==> src/rtl/ifetch_pkg.sv <==
// ifetch_pkg
//   Shared definitions for the instruction-fetch controller:
//   FSM state encoding, sequential PC step, a NOP word for debug
//   visibility, and the queue entry layout (instruction + its PC).
package ifetch_pkg;

    localparam logic [1:0] ST_IDLE  = 2'd0;
    localparam logic [1:0] ST_WAIT  = 2'd1;
    localparam logic [1:0] ST_DRAIN = 2'd2;

    localparam logic [31:0] IFETCH_PC_STEP = 32'd4;
    localparam logic [31:0] NOP_INSTR      = 32'h0000_0013;

    typedef struct packed {
        logic [31:0] instr;
        logic [31:0] pc;
    } fetch_entry_t;

    function automatic logic [31:0] next_seq_pc(input logic [31:0] pc,
                                                input logic [31:0] step);
        return pc + step;
    endfunction

endpackage

==> src/rtl/ifetch_queue.sv <==
// ifetch_queue
//   Small circular FIFO holding fetched {instruction, pc} entries.
//   The head entry is read straight out of the storage registers so the
//   consumer sees it in the same cycle it becomes valid.
// Ports:
//   clk, rst_n    clock, asynchronous active-low reset
//   flush         synchronous clear; wins over push and pop
//   push/push_data  write one entry at the tail
//   pop           retire the head entry (ignored when empty)
//   head_data     current head entry
//   count         number of stored entries
//   full, empty   occupancy flags
module ifetch_queue #(
    parameter int DEPTH = 2,
    parameter int WIDTH = 64
) (
    input  logic                     clk,
    input  logic                     rst_n,
    input  logic                     flush,
    input  logic                     push,
    input  logic [WIDTH-1:0]         push_data,
    input  logic                     pop,
    output logic [WIDTH-1:0]         head_data,
    output logic [$clog2(DEPTH):0]   count,
    output logic                     full,
    output logic                     empty
);

    localparam int PW = $clog2(DEPTH);
    localparam int CW = PW + 1;

    logic [WIDTH-1:0] mem_q [DEPTH];
    logic [WIDTH-1:0] mem_d [DEPTH];
    logic [PW-1:0]    rd_ptr_q, rd_ptr_d;
    logic [PW-1:0]    wr_ptr_q, wr_ptr_d;
    logic [CW-1:0]    count_q,  count_d;
    logic             do_push;
    logic             do_pop;

    assign full      = (count_q == CW'(DEPTH));
    assign empty     = (count_q == '0);
    assign count     = count_q;
    assign head_data = mem_q[rd_ptr_q];

    // A push into a full queue is only accepted when the head leaves
    // in the same cycle.
    assign do_pop  = pop && !empty;
    assign do_push = push && (!full || do_pop);

    // Pointers are PW bits wide, so with a power-of-two depth they wrap
    // modulo DEPTH on their own.
    always_comb begin
        mem_d    = mem_q;
        rd_ptr_d = rd_ptr_q;
        wr_ptr_d = wr_ptr_q;
        count_d  = count_q;
        if (flush) begin
            rd_ptr_d = '0;
            wr_ptr_d = '0;
            count_d  = '0;
        end else begin
            if (do_push) begin
                mem_d[wr_ptr_q] = push_data;
                wr_ptr_d        = wr_ptr_q + PW'(1);
            end
            if (do_pop) begin
                rd_ptr_d = rd_ptr_q + PW'(1);
            end
            case ({do_push, do_pop})
                2'b10:   count_d = count_q + CW'(1);
                2'b01:   count_d = count_q - CW'(1);
                default: count_d = count_q;
            endcase
        end
    end

    always_ff @(posedge clk or negedge rst_n) begin
        if (!rst_n) begin
            for (int i = 0; i < DEPTH; i++) begin
                mem_q[i] <= '0;
            end
            rd_ptr_q <= '0;
            wr_ptr_q <= '0;
            count_q  <= '0;
        end else begin
            mem_q    <= mem_d;
            rd_ptr_q <= rd_ptr_d;
            wr_ptr_q <= wr_ptr_d;
            count_q  <= count_d;
        end
    end

endmodule

==> src/rtl/ifetch_ctrl.sv <==
// ifetch_ctrl
//   Fetch-side companion to the PC register. Issues single-outstanding
//   instruction-memory reads at pc_cur, steers pc_next (step, hold or
//   branch target), buffers returned words tagged with their PC and
//   presents the oldest one to IF/ID over valid/ready.
// Ports:
//   clk, reset              clock, asynchronous active-low reset
//   pc_cur / pc_next        PC register value in / next value out
//   stall                   blocks new requests only
//   branch_taken/target     one-cycle redirect; flushes wrong-path work
//   imem_req/addr           read strobe and address
//   imem_rvalid/rdata       read response
//   ifid_valid/instr/pc     queue head toward decode
//   id_ready                decode accepts the head this cycle
//
// state    | meaning
// ---------+-------------------------------------------------
// ST_IDLE  | no read outstanding; may issue
// ST_WAIT  | one read outstanding; its data will be queued
// ST_DRAIN | one stale read outstanding; its data is dropped
module ifetch_ctrl
    import ifetch_pkg::*;
#(
    parameter int          QDEPTH  = 2,
    parameter logic [31:0] PC_STEP = IFETCH_PC_STEP
) (
    input  logic        clk,
    input  logic        reset,
    input  logic [31:0] pc_cur,
    output logic [31:0] pc_next,
    input  logic        stall,
    input  logic        branch_taken,
    input  logic [31:0] branch_target,
    output logic        imem_req,
    output logic [31:0] imem_addr,
    input  logic        imem_rvalid,
    input  logic [31:0] imem_rdata,
    output logic        ifid_valid,
    output logic [31:0] ifid_instr,
    output logic [31:0] ifid_pc,
    input  logic        id_ready
);

    localparam int CW = $clog2(QDEPTH) + 1;

    logic [1:0]   state_q,  state_d;
    logic [31:0]  req_pc_q, req_pc_d;
    logic         issue;
    logic         q_push;
    logic         q_pop;
    logic         q_full;
    logic         q_empty;
    logic [CW-1:0] q_count;
    fetch_entry_t q_push_entry;
    fetch_entry_t q_head;

    // Issue only from IDLE, so the queue count is exact here and a free
    // slot now is a slot reserved for the response.
    assign issue = (state_q == ST_IDLE) && !stall && !branch_taken &&
                   (q_count < CW'(QDEPTH));

    always_comb begin
        state_d  = state_q;
        req_pc_d = req_pc_q;
        q_push   = 1'b0;
        case (state_q)
            ST_IDLE: begin
                if (issue) begin
                    state_d  = ST_WAIT;
                    req_pc_d = pc_cur;
                end
            end
            ST_WAIT: begin
                if (branch_taken) begin
                    state_d = imem_rvalid ? ST_IDLE : ST_DRAIN;
                end else if (imem_rvalid) begin
                    q_push  = !q_full;
                    state_d = ST_IDLE;
                end
            end
            ST_DRAIN: begin
                // A response arriving together with a further branch still
                // retires the outstanding read.
                if (imem_rvalid) begin
                    state_d = ST_IDLE;
                end
            end
            default: state_d = ST_IDLE;
        endcase
    end

    // pc_next depends only on state, queue count and the hazard/branch
    // inputs, never on imem_rvalid, so it settles early in the cycle.
    always_comb begin
        if (!reset) begin
            pc_next = '0;
        end else if (branch_taken) begin
            pc_next = branch_target;
        end else if (issue) begin
            pc_next = next_seq_pc(pc_cur, PC_STEP);
        end else begin
            pc_next = pc_cur;
        end
    end

    assign imem_req  = reset && issue;
    assign imem_addr = pc_cur;

    always_ff @(posedge clk or negedge reset) begin
        if (!reset) begin
            state_q  <= ST_IDLE;
            req_pc_q <= '0;
        end else begin
            state_q  <= state_d;
            req_pc_q <= req_pc_d;
        end
    end

    assign q_push_entry = '{instr: imem_rdata, pc: req_pc_q};
    assign q_pop        = !q_empty && id_ready;

    ifetch_queue #(
        .DEPTH (QDEPTH),
        .WIDTH ($bits(fetch_entry_t))
    ) u_queue (
        .clk       (clk),
        .rst_n     (reset),
        .flush     (branch_taken),
        .push      (q_push),
        .push_data (q_push_entry),
        .pop       (q_pop),
        .head_data (q_head),
        .count     (q_count),
        .full      (q_full),
        .empty     (q_empty)
    );

    assign ifid_valid = !q_empty;
    assign ifid_instr = q_head.instr;
    assign ifid_pc    = q_head.pc;

endmodule

==> config.mk <==
export PLATFORM = sky130hd
export DESIGN_NAME = ifetch_ctrl
export DESIGN_NICKNAME = d
export VERILOG_FILES = /design/src/rtl/ifetch_pkg.sv /design/src/rtl/ifetch_queue.sv /design/src/rtl/ifetch_ctrl.sv
export SDC_FILE = /design/constraint.sdc
export NUM_CORES = 1
export LEC_CHECK = 0
export ABC_AREA = 1
export BUFFER_PORTS_ARGS = -buffer_cell sky130_fd_sc_hd__buf_4
export CAP_MARGIN = 20
export CORE_MARGIN = 2
export CORE_UTILIZATION = 55
export CTS_BUF_LIST = sky130_fd_sc_hd__clkbuf_16
export DETAILED_ROUTE_END_ITERATION = 10
export GPL_TIMING_DRIVEN = 0
export PLACE_DENSITY = 0.9
export SETUP_SLACK_MARGIN = 0.3
export SYNTH_ARGS = -nofsm -noshare
export SYNTH_HDL_FRONTEND = slang
export SYNTH_HIERARCHICAL = 1
export SYNTH_SLANG_ARGS = --single-unit
export TNS_END_PERCENT = 1
==> constraint.sdc <==
create_clock -name clk -period 2.73 [get_ports clk]
set_input_delay 0.1365 -clock clk [delete_from_list [all_inputs] [get_ports clk]]
set_output_delay 0.1365 -clock clk [all_outputs]
set_load 0.005 [all_outputs]
[After elaboration in Yosys (flattened, before gate mapping)]
Cells that the tools add are included.
W data, S select, Z words.
Storage, ports and cells
  memory bits (writable): 0
  register bits after elaboration: 166
  input bits: 102
  memory bits (read-only): 0
  logic and storage cells: 68
  output and inout port bits: 130
  bits in latches: 0
  memories: 0
Cells by class
  bitwise operators: 3
  order comparisons: 4
  multiply operators: 0
  divide/modulo/power cells: 0
  add/subtract/negate cells: 5
  muxes and demuxes: 23
  shift operators: 0
  equal/unequal tests: 6
  reductions and logical operators: 20
Operators with widths (number)
  $mux W64: 4
  $bwmux W128: 1
  $mux W32: 3
  $demux W64 S1: 1
  $add A32 B3 Y32 const B: 1
  $mux W2: 5
  $logic_and A1 B1 Y1: 8
  $mux W1: 7
  $eq A2 B2 Y1 const B: 3
  $pmux W2 S3: 1
  $eq A2 B1 Y1 const B: 2
  $ge A2 B2 Y1 const B: 2
  $logic_not A1 Y1: 4
  $logic_not A2 Y1: 2
  $not A1 Y2: 2
  $pmux W2 S2: 1
  $reduce_and A2 Y1: 2
  $reduce_bool A2 Y1: 2
  $reduce_bool A3 Y1: 1
  $add A1 B1 Y1 const B: 2
  $add A2 B1 Y2 const B: 1
  $lt A2 B1 Y1 const B: 1
  $lt A2 B2 Y1 const B: 1
  $ne A2 B2 Y1 const B: 1
  other kinds (3): 3

[Depth between registers and ports, before layout]
  word-level depth: 9
  depth in mapped cells: 12
  depth with buffers taken out: 11

[By module]
The synthesis kept the hierarchy.
Modules (own cells, without submodules)
  ifetch_queue: area each 6304.8 um^2, instances 1, sequential area each 3303.2 um^2, cells an instance 720
  ifetch_ctrl: area each 3135.5 um^2, instances 1, sequential area each 850.8 um^2, cells an instance 508

[Worst setup path before layout]
No wires, ideal clock.
  path kind: input to register
  start point: in branch_taken
  end point: reg u_queue/mem_q[47] (netlist name)
  setup slack: 827 ps
  arrival time: 1784 ps
  stages: 10
  data required time: 2612 ps
  library setup time: 118 ps
  path buffers: 4
  cell sequence: inv_1 -> buf_2 -> buf_2 -> nand2_1 -> nor3b_1 -> nand4_2 -> buf_6 -> buf_2 -> nand2_1 -> o21ai_2
Between the ends
  longest elaborated chain between the ends: 4
  elaborated cells between the ends (all ways): 5
  classes of those cells: mux: 2; bitwise: 1; reduce/logical: 2
RTL lines
  start: declaration: line ifetch_ctrl.sv:32  | input logic branch_taken,
  $mux W1: line ifetch_ctrl.sv:74  | if (branch_taken) begin
  $mux W1: line ifetch_ctrl.sv:66  | case (state_q)
  net q_push: line ifetch_ctrl.sv:49  | logic q_push;
  $logic_and A1 B1 Y1: line ifetch_queue.sv:48  | assign do_push = push && (!full || do_pop);
  $reduce_and A2 Y1 (no source line)
  end signal: assignment: line ifetch_queue.sv:86  | mem_q <= mem_d;
  end: declaration: line ifetch_queue.sv:32  | logic [WIDTH-1:0] mem_q [DEPTH];
The timed path passes the listed nets, and every way through them passes these cells.
A chain may end at the register's enable or synchronous reset.

[Worst setup path in the final report]
  start point: reg u_queue.count_q[1] (netlist: u_queue/count[1])
  end point: out pc_next[19]
Between the ends
  longest elaborated chain between the ends: 5
RTL lines
  start: declaration: line ifetch_queue.sv:36  | logic [CW-1:0] count_q, count_d;
  start signal: assignment: line ifetch_queue.sv:89  | count_q <= count_d;
  $lt A2 B2 Y1: line ifetch_ctrl.sv:60  | (q_count < CW'(QDEPTH));
  $logic_and A1 B1 Y1: line ifetch_ctrl.sv:59  | assign issue = (state_q == ST_IDLE) && !stall && !branch_taken &&
  $mux W32: line ifetch_ctrl.sv:99  | end else if (issue) begin
  $mux W32: line ifetch_ctrl.sv:97  | end else if (branch_taken) begin
  $mux W32: line ifetch_ctrl.sv:95  | if (!reset) begin
  end: declaration: line ifetch_ctrl.sv:30  | output logic [31:0] pc_next,
No other way between the ends.

==> key figures <==
Status
  – Status: complete, no violations

Synth
  – Asr flop ratio synth: 100%
  – Post-Synth XOR/XNOR Area: less than 1%
  – Largest family of logic cells by synthesized area: simple AND/OR/NAND/NOR gates
  – Most common cell in the netlist: nand2_1
  – Commonest cells in the netlist: nand2_1 (450), dfrtp_1 (166), inv_1 (149)
  – Cell area after synthesis: roughly 9400 um2
  – Yosys reg bits: between 150 and 200
  – Share of the synthesized area in the top cell type: about 44%
  – Synth Area in Compound Gates: around 15%
  – Synth Flop Type: dfrtp_1
  – Mux cell area share after synthesis: 0%
  – Avg Inst Size Synth: 7.69 um2
  – Synth area leader: dfrtp_1
  – Library cells used by synthesis: 33
  – Synth top area cells: dfrtp_1 (44%), nand2_1 (18%), o21ai_2 (9.8%)
  – Syn_nets: roughly 1300
  – Adder-cell share of the synthesized area: less than 1%
  – Syn Inst Count: approximately 1200
  – Simple-gate share of the synthesized area: about 28%
  – Sequential share of the synthesized area: 44.0%
  – Post-synth EDFFs: 0
  – Warnings, synthesis: 6

Floorplan
  – Top Ports: around 230
  – Starting Density: ~57%
  – Core Rows: 47
  – Core ar.: 16700 um2
  – Die Height: ~140 um
  – Die width: ~140 um
  – Die area: between 15000 and 20000 um2

Global route
  – Global route overflow: 0
  – Initial antenna violation count: 0
  – Number of global-route vias before repair: approximately 8600
  – Global-route wire length before repair: 41900 um
  – Met1 Usage GRT: between 30% and 40%
  – GRT met3 Usage: 4.88%
  – Gr busiest metal: met2
  – GR Layer Usage met2: about 52%
  – Largest net degree at the start of global routing: approximately 110
  – Gr usage total: approximately 29%

Critical path
  – Worst-case reg-to-reg path depth: 8
  – Critical path class: reg -> out
  – CP Max Fanout: 10
  – WP data arrival: ~2200 ps
  – Critical Path Start Type: flop
  – Crit. End Element: output pin
  – CP Data Required Time: around 2600 ps

Hold path
  – Worst hold path depth: 3
  – Worst Hold Class: in -> reg

Timing
  – Worst hold margin: roughly 17 ps
  – Max Fclk: approximately 430 MHz
  – Final setup vio count: 0
  – Worst Max-Slew Pin Slew: between 700 and 800 ps
  – Crit share post-route: between 80% and 90%
  – Tmin final: ~2300 ps
  – Final hold vios: 0
  – Slew HR: between 40% and 50%
  – Final Skew: between 10 and 15 ps
  – Final slew viol count: 0
  – RSZ-0062 raised after global routing: yes

Drt
  – Wirelength per Cell: approximately 15 um
  – Routed Wire Length: between 20000 and 30000 um
  – Via/cell ratio: roughly 5.2
  – Routed Antenna Nets: 0
  – Via count: approximately 9000
  – DR iter-0 viols: between 600 and 700
  – Drt drc: 0
  – First drt pass iteration count: 7

Clock network
  – Clk Latency, worst-skew pair: about 420 ps
  – CTS Buf Count: 17
  – Clock-pin slew on the worst setup and hold paths: about 60 ps
  – Setup bufs post-CTS: 0
  – Longest Clk Path Bufs: 2
  – CTS root buffer: clkbuf_16
  – CTS tree: built
  – H-tree level count: 4
  – Clk sinks: between 150 and 200

Flow run
  – Max-cap check violation count: 0

Placement
  – Placed cells: between 1500 and 2000
  – RD Place Congestion: 0.948
  – Post-DP HPWL: between 15000 and 20000 um
  – Port Buf Inserts: roughly 230

Layout
  – Post-layout utilization of the core: 73.7%
  – FF/Latch Area: between 4000 and 5000 um2
  – Filler cells: around 1300
  – Final net count: between 1500 and 2000
  – ANT cells: 0
  – Layout cell share with drive strength beyond 1: around 31%
  – Fin cells: approximately 1700
  – Multi-input logic area: between 4000 and 5000 um2
  – Synth-to-Final Area Change: 30.4%

Pwr
  – Pleak: roughly 6.7 nW
  – Power per cell area: 621 nW/um2
  – VDD IR max: 0.439 mV
-- layout by cell type (no fill, tap or decap), types with 4 or more instances in the layout --
cell type / count
a21oi_1: 6
buf_1: 5
buf_2: 6
buf_4: 263
buf_6: 27
clkbuf_1: 19
clkbuf_16: 17
clkinv_1: 4
dfrtp_1: 166
dlygate4sd3_1: 27
inv_1: 150
inv_2: 5
inv_6: 4
nand2_1: 450
nand2_2: 4
nand3_1: 48
nand4_1: 16
nor2_1: 69
nor2_2: 12
nor2_4: 8
o211ai_1: 9
o21ai_0: 41
o21ai_1: 30
o21ai_2: 106
-- kinds of logic (layout without fill, tap and decap cells) --
group,count (synthesis),count (layout)
AOI/OAI and AO/OA,193,193
xor gates and xnor gates,3,3
adders and majority gates,1,1
buffers and inverters,247,539
DFF,166,166
and+or+nand+nor,618,618
-- cell type report --
type                    count  share of cell area [%]
well taps                 220                    2.24
clock inverters            15                   0.853
inverters                 156                    4.76
flip-flops and latches    166                    33.7
clock buffers              17                    3.45
multi-input cells         815                    32.7
plain buffers              91                    5.50
repair buffers            260                    16.8
-- per-layer routing --
| metal | wire [um] | share of wire [%] | vias to the layer above |
|---|---|---|---|
| met5 | 0 | 0 | - |
| met4 | 452 | 1.7 | 0 |
| met3 | 1840 | 6.9 | 32 |
| met2 | 13500 | 51 | 400 |
| met1 | 10800 | 41 | 4208 |
| li1 | - | - | 4366 |
-- timing repair --
action,in CTS,in global routing
hold buffers,28,0
resized for setup,0,2
endpoints found under the hold margin,110,0
setup endpoints to repair,0,6
-- worst paths after layout --
check	from	end	slack (ps)
worst max-delay path	u_queue/count[1]	pc_next[19]	410
worst min-delay path	imem_rdata[31]	u_queue/mem_q[127]	20
worst max register to register	state_q[1]	u_queue/mem_q[52]	540
worst min register to register	u_queue/mem_q[18]	u_queue/mem_q[18]	480
max in group asynchronous	reset	u_queue/count[0]	1910
min in group asynchronous	reset	u_queue/mem_q[106]	370
-- metrics by stage --
stage	worst slack, ps	power [mW]	TNS, ps	area, um2
final	409	7.65	0	12300
after floorplan	827	4.35	0	9440
after detailed placement	183	5.47	0	11500
after CTS	433	7.69	0	12300
after global placement	-777	5.36	-11100	11400
after global routing	289	8.09	0	12300
-- flip-flops by register name, indices dropped and copies added (netlist names) --
| signal | count |
|---|---|
| state_q | 2 |
| u_queue/wr_ptr_q | 1 |
| req_pc_q | 32 |
| u_queue/rd_ptr_q | 1 |
| u_queue/count | 2 |
| u_queue/mem_q | 128 |
-- power by group --
| group | internal [mW] | leakage, nW | switching (mW) | total, mW |
|---|---|---|---|---|
| sequential | 2.94 | 2.20 | 0.280 | 3.22 |
| clock | 1.16 | 0.257 | 0.983 | 2.15 |
| combinational | 1.10 | 4.22 | 1.19 | 2.28 |
| total | 5.20 | 6.68 | 2.45 | 7.65 |
-- worst max-delay path: stages, from the launching register on --
cell     delay, ps
dfrtp_1        430
nor2_2         220
nand3_2        140
buf_6          170
nor2_2         200
nand4_1        140
nand2_1         90
nand3_1         90
nand2_1        120
inv_1           50
buf_4          120
Note: power is estimated with default switching activity, not from simulation.
